[src/rtl/divider_pkg.sv]
// rtl/divider_pkg.sv - shared width constant and count type for the pulse divider
package divider_pkg;
  localparam int DIV_WIDTH = 32;
  typedef logic [DIV_WIDTH-1:0] count_t;
endpackage

[src/rtl/divider_serial_shift_reg.sv]
// rtl/divider_serial_shift_reg.sv - MSB-first serial load register with clear
import divider_pkg::*;

module serial_shift_reg #(
  parameter int WIDTH = DIV_WIDTH
) (
  input  logic             clk,
  input  logic             resetn,
  input  logic             shift_edge,
  input  logic             shift_enable,
  input  logic             clear,
  input  logic             data,
  output logic [WIDTH-1:0] value
);

  always_ff @(posedge clk) begin
    if (!resetn || clear) begin
      value <= '0;
    end else if (shift_edge && shift_enable) begin
      value <= {value[WIDTH-2:0], data};
    end
  end

endmodule

[src/rtl/divider.sv]
// rtl/divider.sv - divide-by-N laser pulse divider with optional row gating and pixel count
import divider_pkg::*;

module divider #(
  parameter int WIDTH = DIV_WIDTH
) (
  input  logic pulse_clock,
  input  logic external_reset,
  input  logic enable,
  input  logic sr_data,
  input  logic sr_data_clock,
  input  logic sr_div_data_enable,
  input  logic sr_div_data_reset,
  input  logic rowpack_enable,
  input  logic sr_row_data_enable,
  input  logic sr_row_data_reset,
  input  logic row_max_velocity,
  input  logic row_starting,
  input  logic reset_row,
  output logic row_complete,
  output logic divided_clock
);

  localparam logic [WIDTH-1:0] ONE = {{(WIDTH-1){1'b0}}, 1'b1};

  logic             sr_clk_q;
  logic             strobe_edge;
  logic [WIDTH-1:0] divisor_reg;
  logic [WIDTH-1:0] row_reg;
  logic [WIDTH-1:0] div_cnt;
  logic [WIDTH-1:0] pixel_cnt;
  logic [WIDTH-1:0] pixel_next;
  logic             advance;
  logic             terminal;

  assign strobe_edge = sr_data_clock & ~sr_clk_q;
  assign advance     = enable & (~rowpack_enable | (row_max_velocity & ~row_complete));
  // A zero divisor must never match, so the compare is qualified rather than wrapped.
  assign terminal    = (divisor_reg != '0) && (div_cnt == divisor_reg - ONE);
  assign pixel_next  = pixel_cnt + ONE;

  serial_shift_reg #(.WIDTH(WIDTH)) u_div_sr (
    .clk          (pulse_clock),
    .resetn       (external_reset),
    .shift_edge   (strobe_edge),
    .shift_enable (sr_div_data_enable),
    .clear        (sr_div_data_reset),
    .data         (sr_data),
    .value        (divisor_reg)
  );

  serial_shift_reg #(.WIDTH(WIDTH)) u_row_sr (
    .clk          (pulse_clock),
    .resetn       (external_reset),
    .shift_edge   (strobe_edge),
    .shift_enable (sr_row_data_enable),
    .clear        (sr_row_data_reset),
    .data         (sr_data),
    .value        (row_reg)
  );

  always_ff @(posedge pulse_clock) begin
    if (!external_reset) begin
      sr_clk_q      <= 1'b0;
      div_cnt       <= '0;
      pixel_cnt     <= '0;
      row_complete  <= 1'b0;
      divided_clock <= 1'b0;
    end else begin
      sr_clk_q <= sr_data_clock;

      if (reset_row || row_starting || !enable) begin
        div_cnt       <= '0;
        divided_clock <= 1'b0;
      end else if (advance) begin
        if (terminal) begin
          div_cnt       <= '0;
          divided_clock <= 1'b1;
        end else begin
          div_cnt       <= div_cnt + ONE;
          divided_clock <= 1'b0;
        end
      end else begin
        divided_clock <= 1'b0;
      end

      // Row progress counts emitted pulses; a row target of zero means unlimited.
      if (reset_row) begin
        pixel_cnt    <= '0;
        row_complete <= 1'b0;
      end else if (rowpack_enable && divided_clock) begin
        pixel_cnt <= pixel_next;
        if (row_reg != '0 && pixel_next == row_reg) begin
          row_complete <= 1'b1;
        end
      end
    end
  end

endmodule

[config.mk]
export PLATFORM = sky130hd
export DESIGN_NAME = divider
export DESIGN_NICKNAME = d
export VERILOG_FILES = /design/src/rtl/divider_pkg.sv /design/src/rtl/divider_serial_shift_reg.sv /design/src/rtl/divider.sv
export SDC_FILE = /design/constraint.sdc
export NUM_CORES = 1
export LEC_CHECK = 0
export ABC_AREA = 1
export BUFFER_PORTS_ARGS = -buffer_cell sky130_fd_sc_hd__buf_4
export CORE_MARGIN = 5
export CORE_UTILIZATION = 45
export CTS_BUF_LIST = sky130_fd_sc_hd__clkbuf_4
export CTS_CLUSTER_DIAMETER = 30
export DETAILED_ROUTE_END_ITERATION = 12
export GPL_TIMING_DRIVEN = 0
export PLACE_DENSITY = 0.6
export SYNTH_ARGS = -nofsm -noshare
export SYNTH_HDL_FRONTEND = slang
export SYNTH_HIERARCHICAL = 1
export SYNTH_SLANG_ARGS = --single-unit
export TNS_END_PERCENT = 30
[constraint.sdc]
create_clock -name pulse_clock -period 5.5 [get_ports pulse_clock]
set_input_delay 1.1 -clock pulse_clock [delete_from_list [all_inputs] [get_ports pulse_clock]]
set_output_delay 1.1 -clock pulse_clock [all_outputs]
set_load 0.01 [all_outputs]
==> summary.md <==
| Metric | Value |
|---|---|
| Seq/Total Area, Yosys | `28.9%` |
| Avg Vias per Cell | `4.76` |
| RSZ-0062 raised after global routing | `no` |
| Fillers | `2225` |
| Remaining DRCs | `0` |
| Critical Path Max Stage Delay | `0.36 ns` |
| CP endpoint | `div_cnt[17]` |
| Reg2reg start | `pixel_cnt[0]` |
| Fin crit share | `51.0%` |
| Router iterations before antenna repair | `7` |
| Die X | `about 150 um` |
| Ys async rst share | `0%` |
| # resized after CTS | `0` |
| Ys flop type | `dfxtp_1` |
| Yosys warning total | `6` |
| Die ar. | `roughly 0.023 mm2` |
| Initial Utilization | `45.3%` |
| Post-Syn Area per Cell | `between 5 and 6 um2` |
| Max-cap violation count | `0` |
| Number of global-route vias before repair | `8473` |
| Setup bufs post-CTS | `0` |
| Die height | `152 um` |
| Slew Limit Fails | `0` |
| Fmax | `0.357 GHz` |
| Synthesized area | `0.00907 mm2` |
| Number of H-tree levels | `4` |
| Num CTS Buffers | `17` |
| Cell variety after synth | `31` |
| NumNets Final | `1630` |
| Cell area power density | `211 mW/mm2` |
| Layout cell share with drive strength beyond 1 | `under 10%` |
| Vias | `approximately 9000` |
| Worst-case clock buffer depth | `2` |
| CP Launch Point | `row_max_velocity` |
| Ports | `15` |
| Final antenna-violating net count | `0` |
| Clock Latency Late Sink | `0.60 ns` |
| Final Hold Vio Count | `0` |
| Antenna violations before repair | `1` |
| PortBufs | `14` |
| Reg clk slew, reported paths | `0.14 ns` |
| Total global-route track usage | `22.5%` |
| TNS Setup | `0 ns` |
| Largest net degree at the start of global routing | `17` |
| Post-DP HPWL | `20800 um` |
| Routed wire length | `26100 um` |
| Post-synthesis instance total | `1580` |
| CP cell instances | `buf_4 > inv_1 > o21ai_0 > nand2_1 > inv_1 > nand3_1 > nor2_1 > nand2_1 > nor2_1 > nand2_1 > xor2_1 > nor2_1 > nand2_1 > inv_1` |
| R2r setup slk | `2.79 ns` |
| Worst Hold Class | `reg -> reg` |
| EDFF count, synth | `0` |
| Rows | `between 50 and 60` |
| Worst-path maximum fanout | `8` |
| Slowest-stage cell, CP | `inv_1` |
| Slew @ Worst Pin | `about 0.73 ns` |
| Req. time, crit path | `6.03 ns` |
| Core area | `0.0200 mm2` |
| Status | `complete, no violations` |
| Worst path most repeated cell | `nand2_1` |
| Hold Buf Count CTS | `0` |
| Mapped Nets | `1597` |
| Global-route wire length before repair | `between 40000 and 50000 um` |
| Max-slew headroom | `50.7%` |
| WS Path Type | `in -> reg` |
| Total leakage power | `around 4.9 nW` |
| CTS root buffer | `clkbuf_4` |
| Type of origin of the critical path | `primary input` |
| CP arrival | `3.34 ns` |
| Finished Core Util | `around half` |
| Setup crit end kind | `flop` |
| Initial DRC count | `566` |
| Skew final | `0.0294 ns` |
| CTS tree | `built` |
| Yosys reg bits | `~130` |
| CTS Sinks | `131` |
| Tmin final | `2.80 ns` |
| R2R cell count | `13` |
| Grt total ovfl | `0` |
| Area grow syn2layout | `8.11%` |
| Final Setup Violations | `0` |
| Routability cong. | `0.910` |
| Reg2Reg Capture Point | `row_complete` |
| Worst VDD drop | `approximately 110 uV` |
| WL per Instance | `13.8 um` |
## how the worst min path moves through the flow
stage	start	end	depth (start not counted)
final	u_div_sr/value[26]	u_div_sr/value[27]	2
after global placement	u_div_sr/value[26]	u_div_sr/value[27]	2
after floorplan	div_cnt[1]	div_cnt[1]	2
after global routing	u_row_sr/value[30]	u_row_sr/value[31]	2
after CTS	u_div_sr/value[26]	u_div_sr/value[27]	2
after detailed placement	row_complete	row_complete	2
## power breakdown
part	leakage (nW)	total (mW)	internal, mW	switching (mW)
Clock	0.159	0.703	0.248	0.455
Sequential	1.06	0.986	0.963	0.0232
Combinational	3.64	0.382	0.130	0.252
Total	4.86	2.07	1.34	0.730
## area by class of cell
cell class              count  area (um2)  area share (%)
diodes                      1        2.50          0.0255
plain buffers              33         225            2.30
inverters                 239         897            9.15
repair buffers             14         105            1.07
flip-flops and latches    131        2620            26.7
clock buffers              17         128            1.30
well taps                 270         338            3.44
clock inverters            15         163            1.66
multi-input cells        1177        5330            54.3
## flip-flops by register name (all words and copies together) (netlist names)
register	count
u_row_sr/value	32
div_cnt	32
u_div_sr/value	32
sr_clk_q	1
row_complete	1
divided_clock	1
pixel_cnt	32
## through the flow
stage	hold WS [ns]	worst slack [ns]	power [mW]	cells	instance area, um2
after global routing	0.559	2.45	2.19	1897	9810
after detailed placement	0.505	2.11	1.39	1864	9520
after floorplan	0.475	2.88	1.28	1580	9070
after CTS	0.525	2.73	2.10	1896	9810
after global placement	0.493	2.12	1.39	1864	9520
final	0.525	2.70	2.07	1897	9810
## cells in the mapped netlist (4+ instances only)
cell,instances,area [um2]
a21oi_1,33,165
buf_2,6,30.0
buf_4,7,52.6
buf_6,9,101
clkbuf_1,11,41.3
dfxtp_1,131,2620
ha_1,4,50.1
inv_1,238,893
nand2_1,515,1930
nand2_2,4,25.0
nand3_1,98,490
nand3b_1,25,188
nand4_1,13,81.3
nor2_1,336,1260
nor2_2,11,68.8
nor2_4,5,56.3
nor3_1,11,55.1
nor4_1,6,37.5
o211ai_1,4,30.0
o21ai_0,37,185
xnor2_1,16,140
xor2_1,42,368
## placed cells by master, fill, tap and decap left out, types with 2 or more instances in the layout
cell type,instances
o21bai_1,2
nand2_2,4
dfxtp_1,131
inv_1,238
nand2_4,3
clkinv_4,2
nor2_2,11
clkbuf_4,17
nand2_1,515
nor2_1,336
o21ai_0,37
xor2_1,42
buf_2,6
a31oi_1,2
ha_1,4
xnor2_1,16
nor3b_1,2
nand4_1,13
nor4_1,6
a21oi_1,33
inv_6,4
xnor3_1,3
inv_8,6
buf_4,21
nand3b_1,25
nand3_1,98
nor3_1,11
o21ai_1,3
nor2_4,5
buf_6,9
o211ai_1,4
clkbuf_1,11
## critical path, delay by kind of cell
kind | cells | cell delay, ns
simple gates | 8 | 1.40
compound gates | 1 | 0.16
xor+xnor | 1 | 0.16
buf+inv | 4 | 0.51
## cells by family after synthesis
group | after synthesis | share of synthesized area [%]
buffers and inverters | 272 | 12.4
DFF | 131 | 28.9
and+or+nand+nor | 1030 | 46.9
adders and majority gates | 4 | 0.552
AOI/OAI and AO/OA | 81 | 4.66
xor gates and xnor gates | 62 | 6.61
## metal layers
metal  share of wire, %  vias to the layer above  global-route usage (%)
met5                  0                        -                       0
li1                   -                     4860                       -
met1                 44                     3957                    27.3
met4                3.1                        0                    7.62
met3                3.4                       53                    3.41
met2                 49                      160                    40.7
Note: power is estimated with default switching activity, not from simulation.
